File: src/rtl/spi_regbank.sv
// spi_regbank: SPI mode-0 peripheral exposing NUM_REGS registers of DATA_W bits.
// Every SPI pin is oversampled in the clk domain. A frame carries R/W, then the
// address, then the data, MSB first. Writes commit when chip select rises. Reads
// stream the addressed register back on cipo, one bit per SCLK falling edge.
module spi_regbank #(
  parameter int NUM_REGS    = 5,
  parameter int ADDR_W      = 7,
  parameter int DATA_W      = 8,
  parameter int SYNC_STAGES = 2
) (
  input  logic                       clk,
  input  logic                       rst_n,
  input  logic                       sclk,
  input  logic                       ncs,
  input  logic                       copi,
  output logic                       cipo,
  output logic                       cipo_oe,
  output logic [NUM_REGS*DATA_W-1:0] regs,
  output logic                       wr_strobe,
  output logic [ADDR_W-1:0]          wr_addr,
  output logic                       frame_err,
  output logic                       addr_err
);

  localparam int FRAME_W = 1 + ADDR_W + DATA_W;
  localparam int CNT_W   = $clog2(FRAME_W + 1);
  localparam int REGS_W  = NUM_REGS * DATA_W;

  localparam logic [CNT_W-1:0] CNT_ONE  = CNT_W'(1);
  localparam logic [CNT_W-1:0] CNT_LAST = CNT_W'(ADDR_W);      // count before the last address bit
  localparam logic [CNT_W-1:0] CNT_ADDR = CNT_W'(1 + ADDR_W);  // count once the address is complete
  localparam logic [CNT_W-1:0] CNT_FULL = CNT_W'(FRAME_W);

  // Address decode shared by the write-commit and read-latch paths.
  function automatic logic addr_in_range(input logic [ADDR_W-1:0] a);
    return (32'(a) < 32'(NUM_REGS));
  endfunction

  logic [SYNC_STAGES-1:0] sclk_sync_q, sclk_sync_d;
  logic [SYNC_STAGES-1:0] ncs_sync_q,  ncs_sync_d;
  logic [SYNC_STAGES-1:0] copi_sync_q, copi_sync_d;
  logic                   sclk_dly_q,  sclk_dly_d;
  logic                   ncs_dly_q,   ncs_dly_d;
  logic                   in_frame_q,  in_frame_d;
  logic [CNT_W-1:0]       cnt_q,       cnt_d;
  logic [FRAME_W-1:0]     shift_q,     shift_d;
  logic                   ovf_q,       ovf_d;
  logic                   rd_phase_q,  rd_phase_d;
  logic [DATA_W-1:0]      rd_shift_q,  rd_shift_d;
  logic [REGS_W-1:0]      regs_q,      regs_d;
  logic                   cipo_q,      cipo_d;
  logic                   cipo_oe_q,   cipo_oe_d;
  logic                   wr_strobe_q, wr_strobe_d;
  logic [ADDR_W-1:0]      wr_addr_q,   wr_addr_d;
  logic                   frame_err_q, frame_err_d;
  logic                   addr_err_q,  addr_err_d;

  logic                   sclk_s, ncs_s, copi_s;
  logic                   sclk_rise_s, sclk_fall_s, ncs_rise_s, ncs_fall_s;
  logic                   sclk_act_s;
  logic [FRAME_W-1:0]     shift_nxt_s;
  logic [ADDR_W-1:0]      rd_addr_s;
  logic                   rd_rw_s;
  logic [DATA_W-1:0]      rd_data_s;
  logic                   fr_rw_s;
  logic [ADDR_W-1:0]      fr_addr_s;
  logic [DATA_W-1:0]      fr_data_s;

  assign sclk_s = sclk_sync_q[SYNC_STAGES-1];
  assign ncs_s  = ncs_sync_q[SYNC_STAGES-1];
  assign copi_s = copi_sync_q[SYNC_STAGES-1];

  assign sclk_rise_s = sclk_s & ~sclk_dly_q;
  assign sclk_fall_s = ~sclk_s & sclk_dly_q;
  assign ncs_rise_s  = ncs_s & ~ncs_dly_q;
  assign ncs_fall_s  = ~ncs_s & ncs_dly_q;

  // SCLK edges count only inside a frame. A chip-select edge seen in the same
  // clk takes priority and drops the SCLK edge.
  assign sclk_act_s = in_frame_q & ~ncs_rise_s & ~ncs_fall_s;

  // Shift-register contents if the current COPI bit is accepted. While the last
  // address bit arrives, the low bits hold the R/W flag and the full address.
  assign shift_nxt_s = {shift_q[FRAME_W-2:0], copi_s};
  assign rd_addr_s   = shift_nxt_s[ADDR_W-1:0];
  assign rd_rw_s     = shift_nxt_s[ADDR_W];

  // Fields of a completed frame, used when chip select rises.
  assign fr_rw_s   = shift_q[FRAME_W-1];
  assign fr_addr_s = shift_q[DATA_W +: ADDR_W];
  assign fr_data_s = shift_q[DATA_W-1:0];

  // Read-back mux. An out-of-range address reads as zero.
  always_comb begin
    rd_data_s = {DATA_W{1'b0}};
    for (int i = 0; i < NUM_REGS; i++) begin
      if (rd_addr_s == ADDR_W'(i)) begin
        rd_data_s = regs_q[i*DATA_W +: DATA_W];
      end else begin
        rd_data_s = rd_data_s;
      end
    end
  end

  // Next-state logic: synchronisers, frame tracking, commit/error decode and the read shifter.
  always_comb begin
    sclk_sync_d = {sclk_sync_q[SYNC_STAGES-2:0], sclk};
    ncs_sync_d  = {ncs_sync_q[SYNC_STAGES-2:0], ncs};
    copi_sync_d = {copi_sync_q[SYNC_STAGES-2:0], copi};
    sclk_dly_d  = sclk_s;
    ncs_dly_d   = ncs_s;
    in_frame_d  = in_frame_q;
    cnt_d       = cnt_q;
    shift_d     = shift_q;
    ovf_d       = ovf_q;
    rd_phase_d  = rd_phase_q;
    rd_shift_d  = rd_shift_q;
    regs_d      = regs_q;
    wr_addr_d   = wr_addr_q;
    wr_strobe_d = 1'b0;
    frame_err_d = 1'b0;
    addr_err_d  = 1'b0;
    // cipo/cipo_oe follow the read shifter one clk later, so each bit appears
    // SYNC_STAGES+2 clk after the SCLK edge that produced it.
    cipo_d      = rd_phase_q & rd_shift_q[DATA_W-1];
    cipo_oe_d   = rd_phase_q;

    if (ncs_fall_s) begin
      in_frame_d = 1'b1;
      cnt_d      = {CNT_W{1'b0}};
      shift_d    = {FRAME_W{1'b0}};
      ovf_d      = 1'b0;
      rd_phase_d = 1'b0;
      rd_shift_d = {DATA_W{1'b0}};
    end else if (ncs_rise_s) begin
      in_frame_d = 1'b0;
      rd_phase_d = 1'b0;
      if (in_frame_q && (cnt_q == CNT_FULL) && !ovf_q) begin
        if (addr_in_range(fr_addr_s)) begin
          if (fr_rw_s) begin
            for (int i = 0; i < NUM_REGS; i++) begin
              if (fr_addr_s == ADDR_W'(i)) begin
                regs_d[i*DATA_W +: DATA_W] = fr_data_s;
              end else begin
                regs_d[i*DATA_W +: DATA_W] = regs_q[i*DATA_W +: DATA_W];
              end
            end
            wr_strobe_d = 1'b1;
            wr_addr_d   = fr_addr_s;
          end else begin
            // A well-formed read completes silently.
            wr_strobe_d = 1'b0;
          end
        end else begin
          addr_err_d = 1'b1;
        end
      end else if (in_frame_q) begin
        frame_err_d = 1'b1;
      end else begin
        // A chip-select rise outside a frame (e.g. after reset) carries no data.
        frame_err_d = 1'b0;
      end
    end else if (sclk_act_s && sclk_rise_s) begin
      if (cnt_q == CNT_FULL) begin
        ovf_d = 1'b1;
      end else begin
        cnt_d   = cnt_q + CNT_ONE;
        shift_d = shift_nxt_s;
        if ((cnt_q == CNT_LAST) && !rd_rw_s) begin
          rd_phase_d = 1'b1;
          rd_shift_d = rd_data_s;
        end else begin
          rd_phase_d = rd_phase_q;
        end
      end
    end else if (sclk_act_s && sclk_fall_s) begin
      // The fall right after the last address bit keeps the MSB on the line.
      // Only falls after a data-bit rise advance the read shifter.
      if (rd_phase_q && (cnt_q > CNT_ADDR)) begin
        rd_shift_d = rd_shift_q << 1;
      end else begin
        rd_shift_d = rd_shift_q;
      end
    end else begin
      in_frame_d = in_frame_q;
    end
  end

  // State and output registers; asynchronous reset aborts any frame in flight.
  always_ff @(posedge clk or negedge rst_n) begin
    if (!rst_n) begin
      sclk_sync_q <= {SYNC_STAGES{1'b0}};
      ncs_sync_q  <= {SYNC_STAGES{1'b1}};
      copi_sync_q <= {SYNC_STAGES{1'b0}};
      sclk_dly_q  <= 1'b0;
      ncs_dly_q   <= 1'b1;
      in_frame_q  <= 1'b0;
      cnt_q       <= {CNT_W{1'b0}};
      shift_q     <= {FRAME_W{1'b0}};
      ovf_q       <= 1'b0;
      rd_phase_q  <= 1'b0;
      rd_shift_q  <= {DATA_W{1'b0}};
      regs_q      <= {REGS_W{1'b0}};
      cipo_q      <= 1'b0;
      cipo_oe_q   <= 1'b0;
      wr_strobe_q <= 1'b0;
      wr_addr_q   <= {ADDR_W{1'b0}};
      frame_err_q <= 1'b0;
      addr_err_q  <= 1'b0;
    end else begin
      sclk_sync_q <= sclk_sync_d;
      ncs_sync_q  <= ncs_sync_d;
      copi_sync_q <= copi_sync_d;
      sclk_dly_q  <= sclk_dly_d;
      ncs_dly_q   <= ncs_dly_d;
      in_frame_q  <= in_frame_d;
      cnt_q       <= cnt_d;
      shift_q     <= shift_d;
      ovf_q       <= ovf_d;
      rd_phase_q  <= rd_phase_d;
      rd_shift_q  <= rd_shift_d;
      regs_q      <= regs_d;
      cipo_q      <= cipo_d;
      cipo_oe_q   <= cipo_oe_d;
      wr_strobe_q <= wr_strobe_d;
      wr_addr_q   <= wr_addr_d;
      frame_err_q <= frame_err_d;
      addr_err_q  <= addr_err_d;
    end
  end

  assign cipo      = cipo_q;
  assign cipo_oe   = cipo_oe_q;
  assign regs      = regs_q;
  assign wr_strobe = wr_strobe_q;
  assign wr_addr   = wr_addr_q;
  assign frame_err = frame_err_q;
  assign addr_err  = addr_err_q;

endmodule

File: config.mk
export PLATFORM = sky130hd
export DESIGN_NAME = spi_regbank
export DESIGN_NICKNAME = d
export VERILOG_FILES = /design/src/rtl/spi_regbank.sv
export SDC_FILE = /design/constraint.sdc
export NUM_CORES = 1
export LEC_CHECK = 0
export BUFFER_PORTS_ARGS = -buffer_cell sky130_fd_sc_hd__buf_2
export CAP_MARGIN = 30
export CORE_MARGIN = 5
export CORE_UTILIZATION = 40
export DETAILED_ROUTE_END_ITERATION = 6
export MAX_ROUTING_LAYER = met4
export PLACE_DENSITY = 0.64
export SLEW_MARGIN = 30
export SYNTH_ARGS = -nofsm -noshare
export SYNTH_HDL_FRONTEND = slang
export SYNTH_SLANG_ARGS = --single-unit
File: constraint.sdc
create_clock -name clk -period 5.7 [get_ports clk]
set_input_delay 0.57 -clock clk [delete_from_list [all_inputs] [get_ports clk]]
set_output_delay 0.57 -clock clk [all_outputs]
set_load 0.01 [all_outputs]
### Word level (Yosys, flattened, before mapping)

Index checks and enable logic that the tools add are counted.

| operators by class | value |
|---|---|
| add/sub/neg operators | 1 |
| magnitude comparators | 2 |
| equality and inequality tests | 15 |
| multiplexer cells | 44 |
| bitwise operators | 13 |
| reductions and logical operators | 27 |

Operators with widths:

| kind | number |
|---|---|
| 8-bit two-way mux | 12 |
| 16-bit two-way mux | 4 |
| 6-bit AND reduction | 5 |
| 7-bit by 2-bit equality test with 1-bit output, second input constant | 4 |
| 1-bit two-way mux | 24 |
| 5-bit two-way mux | 4 |
| 7-bit by 1-bit equality test with 1-bit output, second input constant | 2 |
| 7-bit by 3-bit equality test with 1-bit output, second input constant | 2 |
| 7-bit zero test | 2 |
| 3-bit nonzero test | 4 |
| 5-bit AND reduction | 2 |
| 3-bit AND reduction | 3 |
| 1-bit bitwise AND | 7 |
| 7-bit by 3-bit less-than comparator with 1-bit output, second input constant | 1 |
| 1-bit logical AND | 6 |
| 3-bit != test, second input constant | 2 |
| 1-bit inverter | 6 |
| 2-bit nonzero test | 3 |
| 5-bit by 1-bit adder with 5-bit output, second input constant | 1 |
| 5-bit by 3-bit equality test with 1-bit output, second input constant | 1 |
| 5-bit equality test, second input constant | 1 |
| 5-bit by 4-bit greater-than comparator with 1-bit output, second input constant | 1 |
| 3-bit by 2-bit != test with 1-bit output, second input constant | 1 |
| 1-bit zero test | 2 |
| other kinds (2) | 2 |

| word-level totals | value |
|---|---|
| register bits after elaboration | 92 |
| bits of input ports | 5 |
| output and inout port bits | 52 |
| logic and storage cells | 124 |

### Longest topological paths before layout

| logic depth | value |
|---|---|
| word-level depth | 11 |
| depth in mapped cells | 8 |
| gate-level depth less buffers | 7 |

### Least setup slack after synthesis

No wires, ideal clock.

| timing | value |
|---|---|
| path type | reg-to-reg |
| start | register ncs_sync_q[1] |
| end | register rd_shift_q[3] |
| setup time | 0.125 ns |
| arrival | 2.113 ns |
| data required time | 5.575 ns |
| setup slack | 3.463 ns |
| stages on the path, launching flop included | 9 |
| buffers on the path | 1 |
| period minus slack after synthesis | 2.237 ns |
| cells stage by stage | dfstp_2 -> inv_1 -> ha_1 -> nor3b_2 -> nand3_1 -> nor2_1 -> a211o_1 -> clkbuf_1 -> mux2_2 |

| on the way | value |
|---|---|
| cells in the longest elaborated chain, start to end | 8 |
| elaborated cells between the ends (all ways) | 18 |
| classes of those cells | eq/ne: 3; mux: 3; bitwise: 7; reduce/logical: 5 |

Ends and longest elaborated chain:

| item | line | text |
|---|---|---|
| from (decl) | 40 | `logic [SYNC_STAGES-1:0] ncs_sync_q, ncs_sync_d;` |
| from (signal assigned) | 193 | `ncs_sync_q <= {SYNC_STAGES{1'b1}};` |
| from (signal assigned) | 212 | `ncs_sync_q <= ncs_sync_d;` |
| 1-bit bitwise AND / 1-bit inverter (equally long branches) | 75, 76 |  |
| 1-bit inverter / 1-bit bitwise AND (equally long branches) | 80, 76 |  |
| 1-bit bitwise AND / 1-bit inverter (equally long branches) | -- |  |
| 1-bit bitwise AND | 80 | `assign sclk_act_s = in_frame_q & ~ncs_rise_s & ~ncs_fall_s;` |
| 1-bit logical AND | 163 | `end else if (sclk_act_s && sclk_rise_s) begin` |
| 8-bit two-way mux | 163 |  |
| 8-bit two-way mux | 135 | `end else if (ncs_rise_s) begin` |
| 8-bit two-way mux | 128 | `if (ncs_fall_s) begin` |
| to (signal assigned) | 202 | `rd_shift_q <= {DATA_W{1'b0}};` |
| to (signal assigned) | 221 | `rd_shift_q <= rd_shift_d;` |
| to (decl) | 49 | `logic [DATA_W-1:0] rd_shift_q, rd_shift_d;` |

Parallel ways exist; a longest one is shown, timed or not. The select of a mux whose other input is x is not followed.
A chain may end at the register's enable or synchronous reset.

### Worst setup path in the final report

| timing | value |
|---|---|
| start | register ncs_sync_q[1] |
| end | register regs_q[6] (netlist: regs[6]) |

| on the way | value |
|---|---|
| cells in the longest elaborated chain, start to end | 4 |
| elaborated cells between the ends (all ways) | 5 |
| classes of those cells | bitwise: 4; reduce/logical: 1 |

Ends and longest elaborated chain:

| item | line | text |
|---|---|---|
| 1-bit inverter | 76 | `assign ncs_fall_s = ~ncs_s & ncs_dly_q;` |
| 1-bit bitwise AND | 76 |  |
| 1-bit inverter (no source line) | -- |  |
| 6-bit AND reduction (no source line) (*) | -- |  |
| to (signal assigned) | 203 | `regs_q <= {REGS_W{1'b0}};` |
| to (signal assigned) | 222 | `regs_q <= regs_d;` |
| to (decl) | 50 | `logic [REGS_W-1:0] regs_q, regs_d;` |

Mark *: on every way between the ends. The rest lies on a longest branch, timed or not.

==> results.toml <==
[grt]
overflow = 0
antenna_found_initial = 0
grtUsageTotal = 0.1565
grt_start_max_net_pins = 68
grt_pass1_vias = 2784
grt_pass1_wl_um = 15150

[timing]
maxSlewHeadroom = 0.3814
setup_viol = 0
hold_ws_ns = 0.1004
min_period_over_period = 0.5496
fin_skew_ns = 0.008377
drv_slew = 0
tightest_slew_ns = 0.9280
setup_tns_ns = 0
fmax_mhz = 319.2
hold_viol_final = 0
rsz0062_at_grt = "no"
layout_min_cycle_time_ns = 3.133

[critical_path]
cp_data_arrival_time_ns = 3.38
r2r_slack_ns = 2.57
r2r_cells = 6
startpoint_type = "flip-flop"
crit_path_cell_trace = "ha_1 > nand3b_1 > nor3_4 > nand3_2 > nor3_2 > mux2_2"
slowest_delay_ns = 0.67
required_ns = 5.95
path_buf_inv = 0
r2r_start = "ncs_sync_q[1]"
crit_path_max_fanout = 24
slowest_stage = "ha_1"
crit_type = "flip-flop to flip-flop"
cp.depth = 6
crit_family = "simple AND/OR/NAND/NOR gates"
cp-end-kind = "flip-flop"
startpoint = "ncs_sync_q[1]"

[yosys]
netlist_instances = 317
post-synth-top-count-cell = "dfrtp_1"
synthTopCellsByArea = "dfrtp_1 (54%), mux2_2 (13%), mux4_2 (3.8%)"
synth.top_cell.area_share = 0.5417
synth_top_family_by_area = "multiplexers"
yosys-mux-area-fraction = 0.1777
synth_xor_area_frac = 0.006391
synth_area_per_cell_um2 = 12.97
synth_adder_area_share = 0.01217
synth_flop_cell = "dfrtp_1"
ys_ff_latch = 92
synth_edf_count = 0
yosys_warnings = 0
seq_area_frac_synth = 0.5609
synth_compound_area_frac = 0.06421
synth_async_sr_flop_share = 1.000
yosys.area.top_type = "dfrtp_1"
yosys-top-cells-count = "dfrtp_1 (89), mux2_2 (48), o21ai_0 (20), nor2_1 (18), nand3b_1 (15)"
ys_types = 46
yosys.area_share.simple = 0.1549
synth_fp_nets = 326
syn_area_mm2 = 0.004111

[clocking]
clk_latency_ns = 0.36
postCtsSetupRepairBufs = 0
cts_resized = 0
cts_sinks = 92
cts_tree = "built"
clockRootBuffer = "clkbuf_8"
numCtsBuffers = 9
h-tree-depth = 3
clock_path_buffers = 2
cts_hold_buf = 0
clkTransAtPathRegs_ns = 0.09

[power]
clkPwrFrac = 0.341
p_seq_frac = 0.560
p_leak_nw = 2.382
combPwrFrac = 0.099
vdd.ir_drop.worst_mv = 0.1210
intPower_uw = 933.2
sw_frac_of_total = 0.2710
switchingPower_uw = 346.9
power.density_mw_per_mm2 = 271.4

[drt]
drtPass1Iterations = 4
vias = 2702
via_per_inst = 5.277
ant_nets = 0
wire_per_inst_um = 17.64
wirelength_um = 9033
drt-initial-drc-count = 123
drc = 0

[die]
io_pins = 57
dieWidth_um = 111.4
start_util = 0.4037
dieArea_mm2 = 0.01241
die_y_um = 111.4
rows = 37
core_mm2 = 0.01018

[layout]
area_growth_pct = 14.70
antennaDiodeCount = 0
drive_above_1_share = 0.3936
nFillCells = 972
fin_cells = 512
finalNetCount = 380
utilization = 0.4630

[place]
dp_hpwl_um = 6086
place_congestion = 0.7618
io_buffers = 56
placed_cells = 496

[flow_run]
maxCapViolations = 0

[outcome]
outcome = "complete, no violations"

[worst_hold_path]
hold_class = "input port to asynchronous set/reset pin"
cells by family (layout without fill, tap and decap cells):
| group | Yosys count | count (layout) |
|---|---|---|
| AND/OR/NAND/NOR | 95 | 95 |
| AO/OA/AOI/OAI | 41 | 41 |
| XOR/XNOR | 3 | 3 |
| flip-flops | 92 | 92 |
| adder cells (fa/ha/maj) | 4 | 4 |
| buffers and inverters | 24 | 83 |
| multiplexers | 58 | 58 |
power groups by stage:
stage / Sequential (mW) / Combinational [mW] / Clock (mW)
after floorplan: 0.708 / 0.101 / 0
after global placement: 0.728 / 0.123 / 0
after detailed placement: 0.729 / 0.127 / 0
after CTS: 0.717 / 0.129 / 0.449
after global routing: 0.722 / 0.144 / 0.482
final: 0.717 / 0.127 / 0.436
final timing paths:
check,endpoint
max,regs[6]
min,regs[10]
max reg2reg,regs[6]
min reg2reg,sclk_sync_q[1]
max in group asynchronous,regs[19]
min in group clk,ncs_sync_q[0]
registers in the layout (all words and copies together) (netlist names), 2 cells and up:
signal / cells
wr_addr: 7
rd_shift_q: 8
ncs_sync_q: 2
copi_sync_q: 2
regs: 40
cnt_q: 5
shift_q: 16
sclk_sync_q: 2
area by class of cell:
class	count	area, um2	area share
sequential	92	2306	0.4890
multi-input combinational	201	1708	0.3622
timing repair buffer	59	309.0	0.06553
tap	136	170.2	0.03608
clock buffer	11	131.4	0.02786
clock inverter	5	61.31	0.01300
inverter	8	30.03	0.006368
cell usage in the layout (no fill, tap or decap), types with 3 or more instances in the layout:
cell type | Yosys | routed
and2_1 | 3 | 3
dfstp_2 | 3 | 3
nand2_1 | 11 | 11
nor2b_1 | 6 | 6
or2_2 | 7 | 7
xnor2_1 | 3 | 3
clkbuf_8 | 0 | 9
nor2_1 | 18 | 18
dfrtp_1 | 89 | 89
and3_1 | 3 | 3
clkinvlp_4 | 0 | 3
nor4_1 | 3 | 3
mux4_2 | 7 | 7
nand3b_1 | 15 | 15
o21ai_0 | 20 | 20
o41ai_1 | 3 | 3
a221oi_1 | 7 | 7
buf_4 | 0 | 3
nor3_1 | 8 | 8
nand3_1 | 6 | 6
ha_1 | 4 | 4
a21oi_1 | 4 | 4
mux2_2 | 48 | 48
inv_1 | 7 | 7
buf_2 | 0 | 55
per-stage QoR:
step | cell area [um2] | setup WS (ns) | total power, mW
after floorplan | 4111 | 3.463 | 0.8097
after global placement | 4512 | 2.586 | 0.8515
after CTS | 4712 | 2.509 | 1.295
final | 4716 | 2.567 | 1.280
after global routing | 4716 | 2.326 | 1.348
after detailed placement | 4519 | 2.524 | 0.8566
metal layers:
| layer | vias up | share of wire | track usage |
|---|---|---|---|
| li1 | 1258 | - | - |
| met1 | 1369 | 0.48 | 0.2227 |
| met2 | 66 | 0.46 | 0.2280 |
| met3 | 9 | 0.048 | 0.02663 |
| met4 | 0 | 0.012 | 0.05434 |
| met5 | - | 0 | - |
No activity file was read; power rests on OpenSTA's default activity.
